**config.mk**
```make
export PLATFORM = sky130hd
export DESIGN_NAME = wb_write_queue
export DESIGN_NICKNAME = d
export VERILOG_FILES = /design/src/rtl/wb_write_queue.sv
export SDC_FILE = /design/constraint.sdc
export NUM_CORES = 1
export LEC_CHECK = 0
export ABC_CLOCK_PERIOD_IN_PS = 2310
export CORE_AREA = 3 3 224 116
export DETAILED_ROUTE_END_ITERATION = 12
export DIE_AREA = 0 0 227 119
export GPL_TIMING_DRIVEN = 0
export PLACE_DENSITY = 0.77
export SLEW_MARGIN = 20
export SYNTH_ARGS = -nofsm -noshare
export SYNTH_HDL_FRONTEND = slang
export SYNTH_SLANG_ARGS = --single-unit
```
**constraint.sdc**
```tcl
create_clock -name clk -period 2.31 [get_ports clk]
set_input_delay 0.462 -clock clk [delete_from_list [all_inputs] [get_ports clk]]
set_output_delay 0.462 -clock clk [all_outputs]
set_load 0.01 [all_outputs]
```
**src/rtl/wb_write_queue.sv**
```systemverilog
// Register-file write queue: buffers DEPTH register writes and drains them in order to the write port.
// Optional read-port forwarding from queued entries is enabled by defining WBQ_FWD_EN.
module wb_write_queue #(
   parameter int DEPTH = 4
) (
   input  logic                     clk,
   input  logic                     reset,
   // in_valid/in_ready: a request transfers on a rising edge where both are 1;
   // in_ready depends only on occupancy, never on in_valid or wr_hold.
   input  logic                     in_valid,
   output logic                     in_ready,
   input  logic [4:0]               in_reg,
   input  logic [63:0]              in_data,
   input  logic                     wr_hold,
   output logic                     RegWrite,
   output logic [4:0]               WriteRegister,
   output logic [63:0]              WriteData,
`ifdef WBQ_FWD_EN
   input  logic [4:0]               ReadRegister1,
   input  logic [4:0]               ReadRegister2,
   output logic                     fwd_hit1,
   output logic                     fwd_hit2,
   output logic [63:0]              fwd_data1,
   output logic [63:0]              fwd_data2,
`endif
   output logic [$clog2(DEPTH):0]   count,
   output logic                     full,
   output logic                     empty
);

   localparam int PW = $clog2(DEPTH);
   localparam int CW = PW + 1;

   logic [4:0]    mem_reg_q  [DEPTH];
   logic [4:0]    mem_reg_d  [DEPTH];
   logic [63:0]   mem_data_q [DEPTH];
   logic [63:0]   mem_data_d [DEPTH];
   logic [PW-1:0] wr_ptr_q, wr_ptr_d;
   logic [PW-1:0] rd_ptr_q, rd_ptr_d;
   logic [CW-1:0] count_q, count_d;
   logic          push;
   logic          pop;

   assign full          = (count_q == CW'(DEPTH));
   assign empty         = (count_q == '0);
   assign count         = count_q;
   assign in_ready      = !full;
   assign RegWrite      = !empty && !wr_hold;
   assign WriteRegister = empty ? 5'd0  : mem_reg_q[rd_ptr_q];
   assign WriteData     = empty ? 64'd0 : mem_data_q[rd_ptr_q];

   // Writes to XZR complete the handshake but never occupy an entry.
   assign push = in_valid && in_ready && (in_reg != 5'd31);
   assign pop  = RegWrite;

   always_comb begin
      mem_reg_d  = mem_reg_q;
      mem_data_d = mem_data_q;
      wr_ptr_d   = wr_ptr_q;
      rd_ptr_d   = rd_ptr_q;
      count_d    = count_q;
      if (push) begin
         mem_reg_d[wr_ptr_q]  = in_reg;
         mem_data_d[wr_ptr_q] = in_data;
         wr_ptr_d             = wr_ptr_q + PW'(1);
      end
      if (pop) begin
         rd_ptr_d = rd_ptr_q + PW'(1);
      end
      case ({push, pop})
         2'b10:   count_d = count_q + CW'(1);
         2'b01:   count_d = count_q - CW'(1);
         default: count_d = count_q;
      endcase
   end

   always_ff @(posedge clk or negedge reset) begin
      if (!reset) begin
         for (int i = 0; i < DEPTH; i++) begin
            mem_reg_q[i]  <= '0;
            mem_data_q[i] <= '0;
         end
         wr_ptr_q <= '0;
         rd_ptr_q <= '0;
         count_q  <= '0;
      end else begin
         mem_reg_q  <= mem_reg_d;
         mem_data_q <= mem_data_d;
         wr_ptr_q   <= wr_ptr_d;
         rd_ptr_q   <= rd_ptr_d;
         count_q    <= count_d;
      end
   end

`ifdef WBQ_FWD_EN
   // Scan oldest to youngest so the last match seen is the youngest entry.
   always_comb begin
      logic [PW-1:0] idx;
      fwd_hit1  = 1'b0;
      fwd_hit2  = 1'b0;
      fwd_data1 = '0;
      fwd_data2 = '0;
      for (int i = 0; i < DEPTH; i++) begin
         idx = rd_ptr_q + PW'(i);
         if (CW'(i) < count_q) begin
            if ((ReadRegister1 != 5'd31) && (mem_reg_q[idx] == ReadRegister1)) begin
               fwd_hit1  = 1'b1;
               fwd_data1 = mem_data_q[idx];
            end
            if ((ReadRegister2 != 5'd31) && (mem_reg_q[idx] == ReadRegister2)) begin
               fwd_hit2  = 1'b1;
               fwd_data2 = mem_data_q[idx];
            end
         end
      end
   end
`endif

endmodule

```
==> qor.txt <==
Final core occ: 0.6802
Tcrit/Tclk final: 1.128
Drt via density: 5.533
Root Buffer: clkbuf_16
Die footprint: 27010 µm²
Startpoint types: flip-flop
Fin Hold WS: 0.3030 ns
Failing checks: negative setup slack
Crit Path Class: reg2out
Largest net degree at the start of global routing: 101
Footprint of the multi-input gates: 5678 µm²
Max_slew headroom: 0.5785
Tightest Hold Check Type: in2reg
Logic pwr share: 0.489
Cell Int Power: 18.23 mW
First-pass GRT wire length: 45.66 mm
Synth area leaders: dfrtp_1 54%, mux2_2 21%, mux4_2 12%
Inserted Clock Buffers: 26
TritonCTS clock tree: built
Min Tclk post-route: 2.605 ns
Starting DRT DRC Count: 334
Initial Util: 0.5427
Share of the synthesized area in the top cell type: 0.5443
Cell Area, Synth: 13010 µm²
Yosys warning count: 0
Hold path endpoint: mem_reg_q[12]
Seq cells post-synth: 283
PD cells: 1618 nW/µm²
# rows: 40
Net Sw Frac: 0.3091
Leak pwr: 7.060 nW
DP HPWL: 18.52 mm
# DRC: 0
Worst Path Max Fanout: 7
FF/Latch Area: 7088 µm²
Clk network pwr share: 0.175
RR Endpoint: count[2]
Reg power frac: 0.336
Final #Nets: 1073
CORE AREA: 23970 µm²
Total global-route track usage: 0.2160
Post-Route Setup TNS: -14.86 ns
Setup crit end kind: output pin
Peak Freq: 0.3839 GHz
Slew Limit Fails: 0
Worst hold start: in_reg[2]
CP required: 1.85 ns
Worst vdd ir: 0.0007846 V
Number of global-route vias before repair: 8279
Synthesis-to-layout area growth: 25.34%
CTS sink count: 283
Worst reg2reg path depth: 10
Hold depth: 2
Die W: 227 µm
Final Hold Fails: 0
N_diodes: 0
Sequential area share after synthesis: 0.5443
Clk slew on worst S/H paths: 0.07 ns
Tightest Pin Transition: 0.6323 ns
Routed vias: 7342
Yosys cell types: 24
Port-buffer cells: 147
Status: complete, but fails checks
Final setup viols: 70
Antenna violations before repair: 0
Fraction of layout cells with a size suffix above 1: 0.5652
Drt wl/cell: 21.37 µm
FILL cells: 1630
DRT Pass-1 Iters: 4
Post-synthesis cell count: 786
Gpl congestion: 0.7266
Largest area contributor in the netlist: dfrtp_1
Flop-to-flop setup slack: -0.01 ns
Critical Path AT: 2.14 ns
Setup WS post-layout: -0.2948 ns
Worst-skew pair later-pin latency: 0.53 ns
Clock skew: 0.01380 ns
Syn avg cell area: 16.55 µm²
Die height: 119 µm
Total of max-cap violations: 0
Longest Clk Path Bufs: 3
Synth Net Count: 865
Overall routed net length: 28.36 mm
H-tree level count: 1
Antenna Violating Nets Remaining: 0
Switching pwr: 8.155 mW
Ports: 149
Reg2Reg Launch Point: count[0]
Grt total ovfl: 0
RSZ-0062 raised after global routing: true
## routing by layer
layer | share of wire | wire length (µm) | GRT usage | up-vias
met1 | 0.44 | 12500 | 0.2918 | 3927
met3 | 0.033 | 923 | 0.03867 | 37
met2 | 0.51 | 14410 | 0.3727 | 99
li1 | - | - | - | 3279
met5 | 0 | 0 | 0 | -
met4 | 0.018 | 520 | 0.04149 | 0
## registers in the layout, indices dropped and copies added, names as in the netlist
name / flops
mem_data_q: 256
mem_reg_q: 20
count: 3
rd_ptr_q: 2
wr_ptr_q: 2
## power by group through the flow
stage | clock network, mW | logic (mW) | registers [mW]
2_1_floorplan | 0 | 8.25 | 8.43
3_3_place_gp | 0 | 12.4 | 8.70
3_5_place_dp | 0 | 12.7 | 8.87
4_1_cts | 4.71 | 12.8 | 8.86
5_1_grt | 4.91 | 13.8 | 9.20
6_report | 4.62 | 12.9 | 8.87
## timing repair
item,4_1_cts,5_1_grt
endpoints found under the setup margin,74,98
hold buffers,1,0
pin swaps,2,6
hold endpoints to repair,26,0
gates resized for setup,318,69
setup buffers,17,12
gates cloned,2,2
## area by class of cell
| cell class | count | share of cell area |
|---|---|---|
| buffer | 50 | 0.03123 |
| clock buffer | 37 | 0.04742 |
| clock inverter | 9 | 0.009131 |
| inverter | 7 | 0.001611 |
| multi-input combinational | 443 | 0.3482 |
| sequential | 283 | 0.4347 |
| tap | 315 | 0.02417 |
| timing repair buffer | 183 | 0.1036 |
## per-stage QoR
| step | worst slack, ns | area [µm²] | instances | power (mW) |
|---|---|---|---|---|
| CTS | -0.3764 | 16220 | 1316 | 26.39 |
| global route | -0.3637 | 16310 | 1327 | 27.95 |
| finish | -0.2948 | 16310 | 1327 | 26.38 |
| floorplan | 0.04481 | 13010 | 786 | 16.68 |
| global placement | -10.87 | 14880 | 1248 | 21.13 |
| detailed placement | -0.6320 | 14980 | 1252 | 21.55 |
## Yosys cell counts
master	n
a211o_1	1
a211oi_4	4
and4_1	1
buf_1	1
buf_2	7
buf_4	20
buf_6	9
clkbuf_1	16
dfrtp_1	283
fa_1	1
ha_1	5
inv_1	7
mux2_2	237
mux2_4	40
mux2i_1	1
mux4_2	69
nand2_1	4
nor2_1	2
nor2b_1	69
nor3_1	1
nor3b_1	1
nor3b_4	1
xnor2_1	2
xor2_1	4
## placed cells by master, fill, tap and decap left out, drive strengths merged
cell and instances:
dlygate4sd3 1, nor2 2, xor2 4, nor3 1
dfrtp 283, and4 1, nand2 4, clkbuf 69
dlymetal6s2s 6, clkinv 5, nor2b 69, clkdlybuf4s15 1
bufinv 4, inv 7, dlygate4sd2 1, xnor2 2
mux2 277, nor3b 2, clkdlybuf4s50 69, buf 123
ha 5, a211o 1, a211oi 4, mux4 69
fa 1, mux2i 1
## worst max-delay path by stage
stage / startpoint / slack (ns) / cells past startpoint / to
4_1_cts: rd_ptr_q[0] / -0.38 / 5 / WriteData[42]
2_1_floorplan: count[0] / 0.04 / 8 / count[2]
3_5_place_dp: rd_ptr_q[0] / -0.63 / 5 / WriteData[24]
5_1_grt: rd_ptr_q[0] / -0.36 / 6 / WriteData[22]
3_3_place_gp: reset / -10.87 / 1 / mem_data_q[240]
6_report: rd_ptr_q[0] / -0.29 / 6 / WriteData[22]
## cell families (layout without fill, tap and decap cells)
family	after synthesis	count (layout)	share of synthesized area
AO/OA/AOI/OAI	5	5	0.006829
XOR/XNOR	6	6	0.004039
adder cells (fa/ha/maj)	6	6	0.006347
buffers and inverters	60	286	0.02895
flip-flops	283	283	0.5443
multiplexers	347	347	0.3715
AND/OR/NAND/NOR	79	79	0.03799
## critical path: stages (launching register included)
cell,delay (ns)
dfrtp_2,0.43
buf_12,0.17
buf_12,0.12
buf_4,0.11
mux4_2,0.49
nor2b_4,0.14
buf_6,0.12
Note: power is estimated with default switching activity, not from simulation.
